==> src/rtl/cas_recorder_if.sv <==
// rtl/cas_recorder_if.sv - SDRAM write-port bundle between the cassette recorder and the shared SDRAM port
interface cas_recorder_if;
  logic        sdram_available_i;
  logic        sdram_ready_i;
  logic        sdram_we_o;
  logic [20:0] sdram_addr_o;
  logic [7:0]  sdram_data_o;

  modport master (
    input  sdram_available_i,
    input  sdram_ready_i,
    output sdram_we_o,
    output sdram_addr_o,
    output sdram_data_o
  );

  modport slave (
    output sdram_available_i,
    output sdram_ready_i,
    input  sdram_we_o,
    input  sdram_addr_o,
    input  sdram_data_o
  );
endinterface

==> src/rtl/cas_recorder.sv <==
// rtl/cas_recorder.sv - SVI328 cassette recorder: FSK half-period decode into bytes written to SDRAM
module cas_recorder #(
  parameter int unsigned HALF_THRESH = 3356,
  parameter int unsigned MAX_HALF    = 8191,
  parameter int unsigned WR_HOLD     = 8,
  parameter logic [20:0] ADDR_INIT   = 21'h0
) (
  input  logic              clk_i,
  input  logic              reset_n_i,
  input  logic              ce_i,
  input  logic              record_i,
  input  logic              rewind_i,
  input  logic              tap_i,
  cas_recorder_if.master    sdram,
  output logic [20:0]       len_o,
  output logic [2:0]        status_o
);
  localparam logic [13:0] MAX_HALF_C = 14'(MAX_HALF);
  localparam logic [13:0] THRESH_C   = 14'(HALF_THRESH);
  localparam logic [7:0]  HOLD_LAST  = (WR_HOLD == 0) ? 8'd0 : 8'(WR_HOLD - 1);

  typedef enum logic [2:0] {A_IDLE, A_L1, A_S1, A_S2, A_S3} asm_e;
  typedef enum logic       {W_IDLE, W_HOLD} wr_e;

  logic        tap_s1_q, tap_s2_q, tap_s3_q;
  logic [13:0] hcnt_q, hcnt_d;
  logic        armed_q, armed_d;
  asm_e        asm_q, asm_d;
  logic [7:0]  shreg_q, shreg_d;
  logic [2:0]  bitcnt_q, bitcnt_d;
  logic        active_q, active_d;
  logic [7:0]  mem_q [2];
  logic [7:0]  mem_d [2];
  logic        wr_ptr_q, wr_ptr_d, rd_ptr_q, rd_ptr_d;
  logic [1:0]  cnt_q, cnt_d;
  logic        overflow_q, overflow_d, full_q, full_d;
  wr_e         wst_q, wst_d;
  logic [7:0]  hold_q, hold_d;
  logic [20:0] addr_q, addr_d, len_q, len_d;

  logic tap_edge, gap, classify, half_long;
  logic bit_done, bit_val, push, push_ok, grant;
  logic [7:0] byte_val;

  always_ff @(posedge clk_i or negedge reset_n_i) begin
    if (!reset_n_i) begin
      tap_s1_q   <= 1'b0;
      tap_s2_q   <= 1'b0;
      tap_s3_q   <= 1'b0;
      hcnt_q     <= '0;
      armed_q    <= 1'b0;
      asm_q      <= A_IDLE;
      shreg_q    <= '0;
      bitcnt_q   <= '0;
      active_q   <= 1'b0;
      mem_q[0]   <= '0;
      mem_q[1]   <= '0;
      wr_ptr_q   <= 1'b0;
      rd_ptr_q   <= 1'b0;
      cnt_q      <= '0;
      overflow_q <= 1'b0;
      full_q     <= 1'b0;
      wst_q      <= W_IDLE;
      hold_q     <= '0;
      addr_q     <= ADDR_INIT;
      len_q      <= '0;
    end else begin
      tap_s1_q   <= tap_i;
      tap_s2_q   <= tap_s1_q;
      tap_s3_q   <= tap_s2_q;
      hcnt_q     <= hcnt_d;
      armed_q    <= armed_d;
      asm_q      <= asm_d;
      shreg_q    <= shreg_d;
      bitcnt_q   <= bitcnt_d;
      active_q   <= active_d;
      mem_q      <= mem_d;
      wr_ptr_q   <= wr_ptr_d;
      rd_ptr_q   <= rd_ptr_d;
      cnt_q      <= cnt_d;
      overflow_q <= overflow_d;
      full_q     <= full_d;
      wst_q      <= wst_d;
      hold_q     <= hold_d;
      addr_q     <= addr_d;
      len_q      <= len_d;
    end
  end

  always_comb begin
    tap_edge  = tap_s2_q ^ tap_s3_q;
    gap       = (hcnt_q == MAX_HALF_C);
    classify  = tap_edge && record_i && armed_q && !gap;
    half_long = (hcnt_q >= THRESH_C);

    hcnt_d = hcnt_q;
    if (tap_edge)
      hcnt_d = '0;
    else if (ce_i && !gap)
      hcnt_d = hcnt_q + 14'd1;
    // An edge only arms timing; the half it closes is valid only if timing was already armed.
    armed_d = tap_edge ? record_i : (armed_q && record_i && !gap);

    asm_d    = asm_q;
    bit_done = 1'b0;
    bit_val  = 1'b0;
    if (classify) begin
      unique case (asm_q)
        A_IDLE: asm_d = half_long ? A_L1 : A_S1;
        A_L1: begin
          if (half_long) begin
            bit_done = 1'b1;
            asm_d    = A_IDLE;
          end else begin
            asm_d = A_S1;
          end
        end
        A_S1: asm_d = half_long ? A_L1 : A_S2;
        A_S2: asm_d = half_long ? A_L1 : A_S3;
        A_S3: begin
          if (!half_long) begin
            bit_done = 1'b1;
            bit_val  = 1'b1;
            asm_d    = A_IDLE;
          end else begin
            asm_d = A_L1;
          end
        end
        default: asm_d = A_IDLE;
      endcase
    end

    byte_val = {shreg_q[6:0], bit_val};
    shreg_d  = shreg_q;
    bitcnt_d = bitcnt_q;
    active_d = active_q;
    push     = 1'b0;
    if (bit_done) begin
      shreg_d  = byte_val;
      bitcnt_d = bitcnt_q + 3'd1;
      active_d = 1'b1;
      push     = (bitcnt_q == 3'd7);
    end
    if (!record_i || gap) begin
      asm_d    = A_IDLE;
      bitcnt_d = '0;
      active_d = 1'b0;
    end

    grant   = (wst_q == W_IDLE) && (cnt_q != 2'd0) && sdram.sdram_available_i &&
              sdram.sdram_ready_i && !full_q && !rewind_i;
    push_ok = push && !full_q && (cnt_q != 2'd2);

    overflow_d = overflow_q | (push && !full_q && (cnt_q == 2'd2));
    mem_d      = mem_q;
    if (push_ok)
      mem_d[wr_ptr_q] = byte_val;
    wr_ptr_d = wr_ptr_q ^ push_ok;
    rd_ptr_d = rd_ptr_q ^ grant;
    cnt_d    = cnt_q + {1'b0, push_ok} - {1'b0, grant};

    full_d = full_q;
    addr_d = addr_q;
    len_d  = len_q;
    wst_d  = wst_q;
    hold_d = hold_q;
    if (grant) begin
      len_d = len_q + 21'd1;
      // The last address latches full instead of wrapping onto the start of the region.
      if (addr_q == 21'h1FFFFF)
        full_d = 1'b1;
      else
        addr_d = addr_q + 21'd1;
      wst_d  = (WR_HOLD == 0) ? W_IDLE : W_HOLD;
      hold_d = HOLD_LAST;
    end else if (wst_q == W_HOLD) begin
      if (hold_q == 8'd0)
        wst_d = W_IDLE;
      else
        hold_d = hold_q - 8'd1;
    end

    if (rewind_i) begin
      asm_d      = A_IDLE;
      shreg_d    = '0;
      bitcnt_d   = '0;
      active_d   = 1'b0;
      mem_d[0]   = '0;
      mem_d[1]   = '0;
      wr_ptr_d   = 1'b0;
      rd_ptr_d   = 1'b0;
      cnt_d      = '0;
      overflow_d = 1'b0;
      full_d     = 1'b0;
      wst_d      = W_IDLE;
      hold_d     = '0;
      addr_d     = ADDR_INIT;
      len_d      = '0;
    end
  end

  assign sdram.sdram_we_o   = grant;
  assign sdram.sdram_addr_o = addr_q;
  assign sdram.sdram_data_o = mem_q[rd_ptr_q];
  assign len_o              = len_q;
  assign status_o           = {overflow_q, full_q, active_q};
endmodule

==> src/flat_wrapper.sv <==
// flat-port wrapper written by rule: the top's interface ports become plain ports
module cas_recorder_flat 
#(
  parameter int unsigned HALF_THRESH = 3356,
  parameter int unsigned MAX_HALF    = 8191,
  parameter int unsigned WR_HOLD     = 8,
  parameter logic [20:0] ADDR_INIT   = 21'h0
)
  (clk_i, reset_n_i, ce_i, record_i, rewind_i, tap_i, len_o, status_o, sdram_sdram_available_i, sdram_sdram_ready_i, sdram_sdram_we_o, sdram_sdram_addr_o, sdram_sdram_data_o);
  cas_recorder_if sdram_i ();
  input  logic clk_i;
  input  logic reset_n_i;
  input  logic ce_i;
  input  logic record_i;
  input  logic rewind_i;
  input  logic tap_i;
  output logic [20:0] len_o;
  output logic [2:0] status_o;
  input wire logic [$bits(sdram_i.sdram_available_i)-1:0] sdram_sdram_available_i;
  input wire logic [$bits(sdram_i.sdram_ready_i)-1:0] sdram_sdram_ready_i;
  output wire logic [$bits(sdram_i.sdram_we_o)-1:0] sdram_sdram_we_o;
  output wire logic [$bits(sdram_i.sdram_addr_o)-1:0] sdram_sdram_addr_o;
  output wire logic [$bits(sdram_i.sdram_data_o)-1:0] sdram_sdram_data_o;
  assign sdram_i.sdram_available_i = sdram_sdram_available_i;
  assign sdram_i.sdram_ready_i = sdram_sdram_ready_i;
  assign sdram_sdram_we_o = sdram_i.sdram_we_o;
  assign sdram_sdram_addr_o = sdram_i.sdram_addr_o;
  assign sdram_sdram_data_o = sdram_i.sdram_data_o;
  cas_recorder #(.HALF_THRESH(HALF_THRESH), .MAX_HALF(MAX_HALF), .WR_HOLD(WR_HOLD), .ADDR_INIT(ADDR_INIT)) u_core (.clk_i(clk_i), .reset_n_i(reset_n_i), .ce_i(ce_i), .record_i(record_i), .rewind_i(rewind_i), .tap_i(tap_i), .sdram(sdram_i), .len_o(len_o), .status_o(status_o));
endmodule
==> config.mk <==
export PLATFORM = sky130hd
export DESIGN_NAME = cas_recorder_flat
export DESIGN_NICKNAME = d
export VERILOG_FILES = /design/src/rtl/cas_recorder_if.sv /design/src/rtl/cas_recorder.sv /design/src/flat_wrapper.sv
export SDC_FILE = /design/constraint.sdc
export NUM_CORES = 1
export LEC_CHECK = 0
export ABC_AREA = 0
export CORE_MARGIN = 2
export CORE_UTILIZATION = 52
export CTS_CLUSTER_DIAMETER = 60
export DETAILED_ROUTE_END_ITERATION = 8
export PLACE_DENSITY = 0.83
export SLEW_MARGIN = 20
export SYNTH_ARGS = -nofsm -noshare
export SYNTH_HDL_FRONTEND = slang
export SYNTH_SLANG_ARGS = --single-unit
==> constraint.sdc <==
create_clock -name clk_i -period 3.2 [get_ports clk_i]
set_input_delay 0.64 -clock clk_i [delete_from_list [all_inputs] [get_ports clk_i]]
set_output_delay 0.64 -clock clk_i [all_outputs]
set_load 0.02 [all_outputs]
## After elaboration in Yosys (flattened, before gate mapping)

Cells that the tools add are included.

- Memory bits (writable): 0
- Memories: 0
- Input port bits: 8
- Word-level logic and storage cells: 138
- Output and inout port bits: 54
- Bits in read-only memories: 0
- Latch bits: 0
- Flip-flop bits (word level): 105

- Multiply operators: 0
- Bitwise gates (word level): 7
- Mux-type cells: 55
- Eq/ne operators: 11
- Add/subtract/negate cells: 7
- $lt $le $gt $ge: 4
- Div/mod/pow operators: 0
- Reductions and logical operators: 34
- Shifts and indexed selects: 0

Operators with widths:

| kind | count |
|---|---|
| 2-to-1 mux 21 bit | 5 |
| 2-to-1 mux 8 bit | 8 |
| adder 21 x 1 -> 21 bit, second input constant | 2 |
| 2-to-1 mux 16 bit | 2 |
| 2-to-1 mux 14 bit | 2 |
| == test 21 bit, second input constant | 1 |
| 2-to-1 mux 1 bit | 21 |
| 2-to-1 mux 3 bit | 7 |
| bitwise mux 16 bit | 1 |
| logical AND 1 bit | 15 |
| one-hot mux 3 bit (5 select lines) | 1 |
| adder 14 x 1 -> 14 bit, second input constant | 1 |
| == test 14 x 13 -> 1 bit, second input constant | 1 |
| >= comparator 14 x 12 -> 1 bit, second input constant | 1 |
| 2-to-1 mux 7 bit | 2 |
| nonzero test 2 bit | 6 |
| nonzero test 3 bit | 3 |
| demux 8 bit (select 1 bit) | 1 |
| zero test 8 bit | 1 |
| 2-to-1 mux 2 bit | 4 |
| subtractor 8 x 1 -> 8 bit, second input constant | 1 |
| == test 3 x 2 -> 1 bit, second input constant | 2 |
| == test 3 bit, second input constant | 2 |
| AND reduction 2 bit | 3 |
| 17 further kinds | 25 |

## Longest topological paths before layout

- Word-level depth: 11
- Gate-level depth with buffers: 9

## Worst setup path after synthesis

No wires, ideal clock.

- Kind: input -> register
- Start point: in rewind_i
- End point: reg u_core.cnt_q[0]
- Slack: 0.698 ns
- Buffers on the path: 3
- Library setup time: 0.132 ns
- Stages on the path: 8
- Arrival time: 2.370 ns
- Cell sequence: clkbuf_1 > clkbuf_1 > buf_1 > nor2_1 > ha_1 > inv_1 > ha_1 > nor2b_1

- Longest elaborated chain between the ends: 4

Ends and longest elaborated chain:

| item | RTL line | source |
|---|---|---|
| from (decl) | flat_wrapper.sv:15 | `input logic rewind_i;` |
| zero test 1 bit | cas_recorder.sv:151 | `sdram.sdram_ready_i && !full_q && !rewind_i;` |
| logical AND 1 bit | cas_recorder.sv:151 |  |
| net sdram_sdram_we_o | flat_wrapper.sv:21 | `output wire logic [$bits(sdram_i.sdram_we_o)-1:0] sdram_sdram_we_o;` |
| subtractor 2 x 1 -> 2 bit | cas_recorder.sv:160 | `cnt_d = cnt_q + {1'b0, push_ok} - {1'b0, grant};` |
| 2-to-1 mux 2 bit | cas_recorder.sv:183 | `if (rewind_i) begin` |
| net u_core.cnt_d[0] | cas_recorder.sv:35 | `logic [1:0] cnt_q, cnt_d;` |
| to (signal assigned) | cas_recorder.sv:80 | `cnt_q <= cnt_d;` |
| to (decl) | cas_recorder.sv:35 |  |

The timed path passes the listed nets, and every way through them passes these cells.
A chain may end at the register's enable or synchronous reset.

## Final worst setup path

- Start point: in sdram_sdram_ready_i
- End point: out sdram_sdram_we_o

- Longest elaborated chain between the ends: 3

Ends and longest elaborated chain:

| item | RTL line | source |
|---|---|---|
| from (decl) | flat_wrapper.sv:20 | `input wire logic [$bits(sdram_i.sdram_ready_i)-1:0] sdram_sdram_ready_i;` |
| logical AND 1 bit | cas_recorder.sv:150 | `grant = (wst_q == W_IDLE) && (cnt_q != 2'd0) && sdram.sdram_available_i &&` |
| logical AND 1 bit (2 in series) | cas_recorder.sv:151 |  |
| to (decl) | flat_wrapper.sv:21 |  |

Every way passes these cells.

==> impl_metrics.csv <==
group,metric,value,unit
sta,period_minus_slack,2940,ps
clock_tree,cts_max_path_buffers,2,
worst_setup_path,r2r_setup_slack,600,ps
clock_tree,ctsHoldBuffers,0,
logic_synthesis,synth_fp_nets,561,
sta,grt_setup_unrepaired,"no",
placement,numPlacedInstances,725,
clock_tree,clock-sinks,105,
run_status,status,"finished clean",
die,initial_core_util,0.529,
clock_tree,cts_tree,"done",
die,die_h,106,µm
worst_setup_path,path_class,"primary input to output pin",
sta,tns,0,ps
die,die_area,0.0112,mm²
logic_synthesis,synthCells,543,
sta,maxSlewHeadroom,0.515,
layout,stdcell_count,741,
worst_setup_path,max_stage_delay,650,ps
die,core,0.0102,mm²
sta,finalClockSkew,11.2,ps
logic_synthesis,syn-mean-instance-area,9.92,µm²
die,die_w,106,µm
worst_setup_path,cp_cell_sequence,"clkdlybuf4s50_1 > and4bb_2 > nand2_1 > nor2_1 > clkdlybuf4s50_1",
global_routing,grt_max_degree,77,
logic_synthesis,yosysUniqueCellTypes,61,
die,rows,37,
logic_synthesis,synth_area,0.00538,mm²
detailed_routing,viasPerCell,5.73,
worst_setup_path,cp.arrival,2300,ps
detailed_routing,drcViolationCount,0,
layout,antenna_cells,0,
clock_tree,cts_resized,0,
clock_tree,ctsHtreeMaxLevel,3,
die,io_pins,62,
clock_tree,cts_root_buf,"clkbuf_8",
logic_synthesis,synth_edf_count,0,
worst_setup_path,critPathMaxFanout,6,
placement,port-buffer-count,61,
sta,tightest_slew,718,ps
placement,hpwl,8.13,mm
worst_setup_path,cp-start-kind,"primary input",
clock_tree,postCtsSetupRepairBufs,0,
clock_tree,cts_buffers,9,
global_routing,grt_pass1_wl,19.7,mm
sta,period_share,0.920,
logic_synthesis,ys_warn_count,0,
worst_setup_path,required,2560,ps
sta,setup_viol,0,
run,max_cap_viol_count,0,
sta,finalHoldViolCount,0,
logic_synthesis,seq_area_frac_synth,0.488,
detailed_routing,ant_nets,0,
power,irDropWorstVdd,0.215,mV
logic_synthesis,async_reset_ff_frac,1.00,
sta,final_max_slew_viol_count,0,
power,p_leak,2.58,nW
layout,n_fill_cell,848,
detailed_routing,firstDrtPassIters,6,
logic_synthesis,ys_seq_elements,105,
detailed_routing,post_drt_wl_per_cell,15.6,µm
detailed_routing,drt_iter0_drc,199,
layout,multiInputGateArea,0.00255,mm²
worst_setup_path,cp-end-kind,"output pin",
logic_synthesis,synth-main-ff-cell,"dfrtp_1",
worst_hold_path,min_path_type,"primary input to asynchronous set/reset pin",
worst_setup_path,path_common_cell,"clkdlybuf4s50_1",
power,power_density,356,mW/mm²
placement,globalplace.congestion,0.861,
layout,regArea,0.00263,mm²
detailed_routing,wl,11.5,mm
global_routing,grt_pass1_vias,4185,
worst_setup_path,slowest_stage,"clkdlybuf4s50_1",
layout,nets,618,
global_routing,grt_usage,0.217,
clock_tree,path_clk_slew,110,ps
clock_tree,clock_latency,380,ps
global_routing,gr-total-overflow,0,
layout,layout-drive-gt1-share,0.101,
layout,area_delta_synth_final,17.3,%
detailed_routing,num_vias,4243,
sta,timing.fmax,0.340,GHz
global_routing,antenna_found_initial,0,
-- layout by cell type (no fill, tap or decap), types with 4 or more instances in the layout --
cell | Yosys | routed
or2_2 | 4 | 4
a21oi_1 | 26 | 26
nand2_1 | 58 | 58
o21ai_0 | 17 | 17
xor2_1 | 18 | 18
xnor2_1 | 27 | 27
or3_1 | 13 | 13
nand4_1 | 12 | 12
dfrtp_1 | 105 | 105
mux2i_1 | 26 | 26
mux2_2 | 11 | 11
nor2_1 | 60 | 60
inv_1 | 20 | 20
a311oi_1 | 4 | 4
nor4_1 | 12 | 11
clkdlybuf4s50_1 | 0 | 59
and3_1 | 4 | 4
clkbuf_8 | 2 | 9
nor3_1 | 9 | 9
buf_4 | 3 | 10
nor2b_1 | 6 | 6
nand3_1 | 25 | 25
ha_1 | 10 | 10
-- cell usage after synthesis (2+ instances only) --
cell type    n  area, µm²
dfrtp_1    105       2630
nor2_1      60        225
nand2_1     58        218
xnor2_1     27        236
a21oi_1     26        130
mux2i_1     26        260
nand3_1     25        125
inv_1       20       75.1
xor2_1      18        158
o21ai_0     17       85.1
clkbuf_1    16       60.1
or3_1       13       81.3
nand4_1     12       75.1
nor4_1      12       75.1
mux2_2      11        124
ha_1        10        125
nor3_1       9       45.0
nor2b_1      6       37.5
a311oi_1     4       35.0
and3_1       4       25.0
or2_2        4       25.0
and2_1       3       18.8
buf_4        3       22.5
a2111o_1     2       22.5
a211oi_1     2       15.0
a311o_1      2       20.0
a31o_2       2       17.5
a31oi_1      2       12.5
and2_2       2       15.0
and3_2       2       15.0
and4_1       2       17.5
buf_2        2       10.0
clkbuf_8     2       27.5
nand2b_1     2       12.5
nand4_2      2       25.0
o211ai_1     2       15.0
o21a_1       2       15.0
or3b_2       2       17.5
or4_1        2       15.0
-- layout make-up --
type	instances	share of cell area
repair buffers	71	0.109
well taps	136	0.0269
multi-input cells	393	0.404
inverters	20	0.0119
flip-flops and latches	105	0.416
clock inverters	7	0.0119
clock buffers	9	0.0196
-- flip-flops by register name, indices dropped and copies added, names as in the netlist, 2 cells and up --
| signal | flops |
|---|---|
| u_core.asm_q | 3 |
| u_core.bitcnt_q | 3 |
| u_core.cnt_q | 2 |
| u_core.hcnt_q | 14 |
| u_core.hold_q | 8 |
| u_core.len_o | 21 |
| u_core.mem_q | 16 |
| u_core.sdram.sdram_addr_o | 21 |
| u_core.shreg_q | 7 |
-- logic make-up after synthesis --
kind of cell    count (synthesis)  synth area share
simple gates                  229             0.214
flops                         105             0.488
compound gates                 72            0.0913
xor+xnor                       45            0.0732
buf+inv                        45            0.0388
mux                            37            0.0713
fa+ha+maj                      10            0.0232
-- layer usage --
metal | wire (µm) | up-vias | share of wire | global-route usage
met5 | 0 | - | 0 | 0
met4 | 171 | 0 | 0.015 | 0.0686
met3 | 531 | 14 | 0.046 | 0.0340
met2 | 5840 | 127 | 0.51 | 0.371
met1 | 4990 | 2100 | 0.43 | 0.284
li1 | - | 2002 | - | -
-- path summary, 6_finish.rpt --
| check | cells past startpoint | start | end |
|---|---|---|---|
| min in group clk_i | 0 | u_core.tap_s1_q | u_core.tap_s2_q |
| hold reg to reg | 0 | u_core.tap_s1_q | u_core.tap_s2_q |
| max in group asynchronous | 2 | reset_n_i | u_core.active_q |
| setup / recovery | 5 | sdram_sdram_ready_i | sdram_sdram_we_o |
| setup reg to reg | 6 | u_core.hcnt_q[0] | u_core.mem_q[2] |
| hold / removal | 1 | reset_n_i | u_core.sdram.sdram_addr_o[17] |
-- report_power, final --
group	switching, W	internal (W)	leakage [nW]
Sequential	0.00000792	0.00133	1.46
Combinational	0.0000693	0.0000247	1.02
Clock	0.000507	0.000307	0.102
-- worst max-delay path, delay by kind of cell --
family	cells	cell delay, ps
buf+inv	2	1120
simple gates	3	540
-- metrics by stage --
| step | hold WS (ps) | util | cell area [µm²] | power [W] | worst slack [ps] |
|---|---|---|---|---|---|
| 3_5_place_dp | 341 | 0.601 | 6120 | 0.00146 | 273 |
| 3_3_place_gp | 332 | 0.601 | 6120 | 0.00146 | 289 |
| 6_report | 182 | 0.620 | 6320 | 0.00225 | 257 |
| 4_1_cts | 183 | 0.620 | 6320 | 0.00227 | 267 |
| 2_1_floorplan | 331 | - | 5380 | 0.00141 | 698 |
| 5_1_grt | 181 | 0.620 | 6320 | 0.00234 | 203 |
Power figures use the tool's default switching activity.
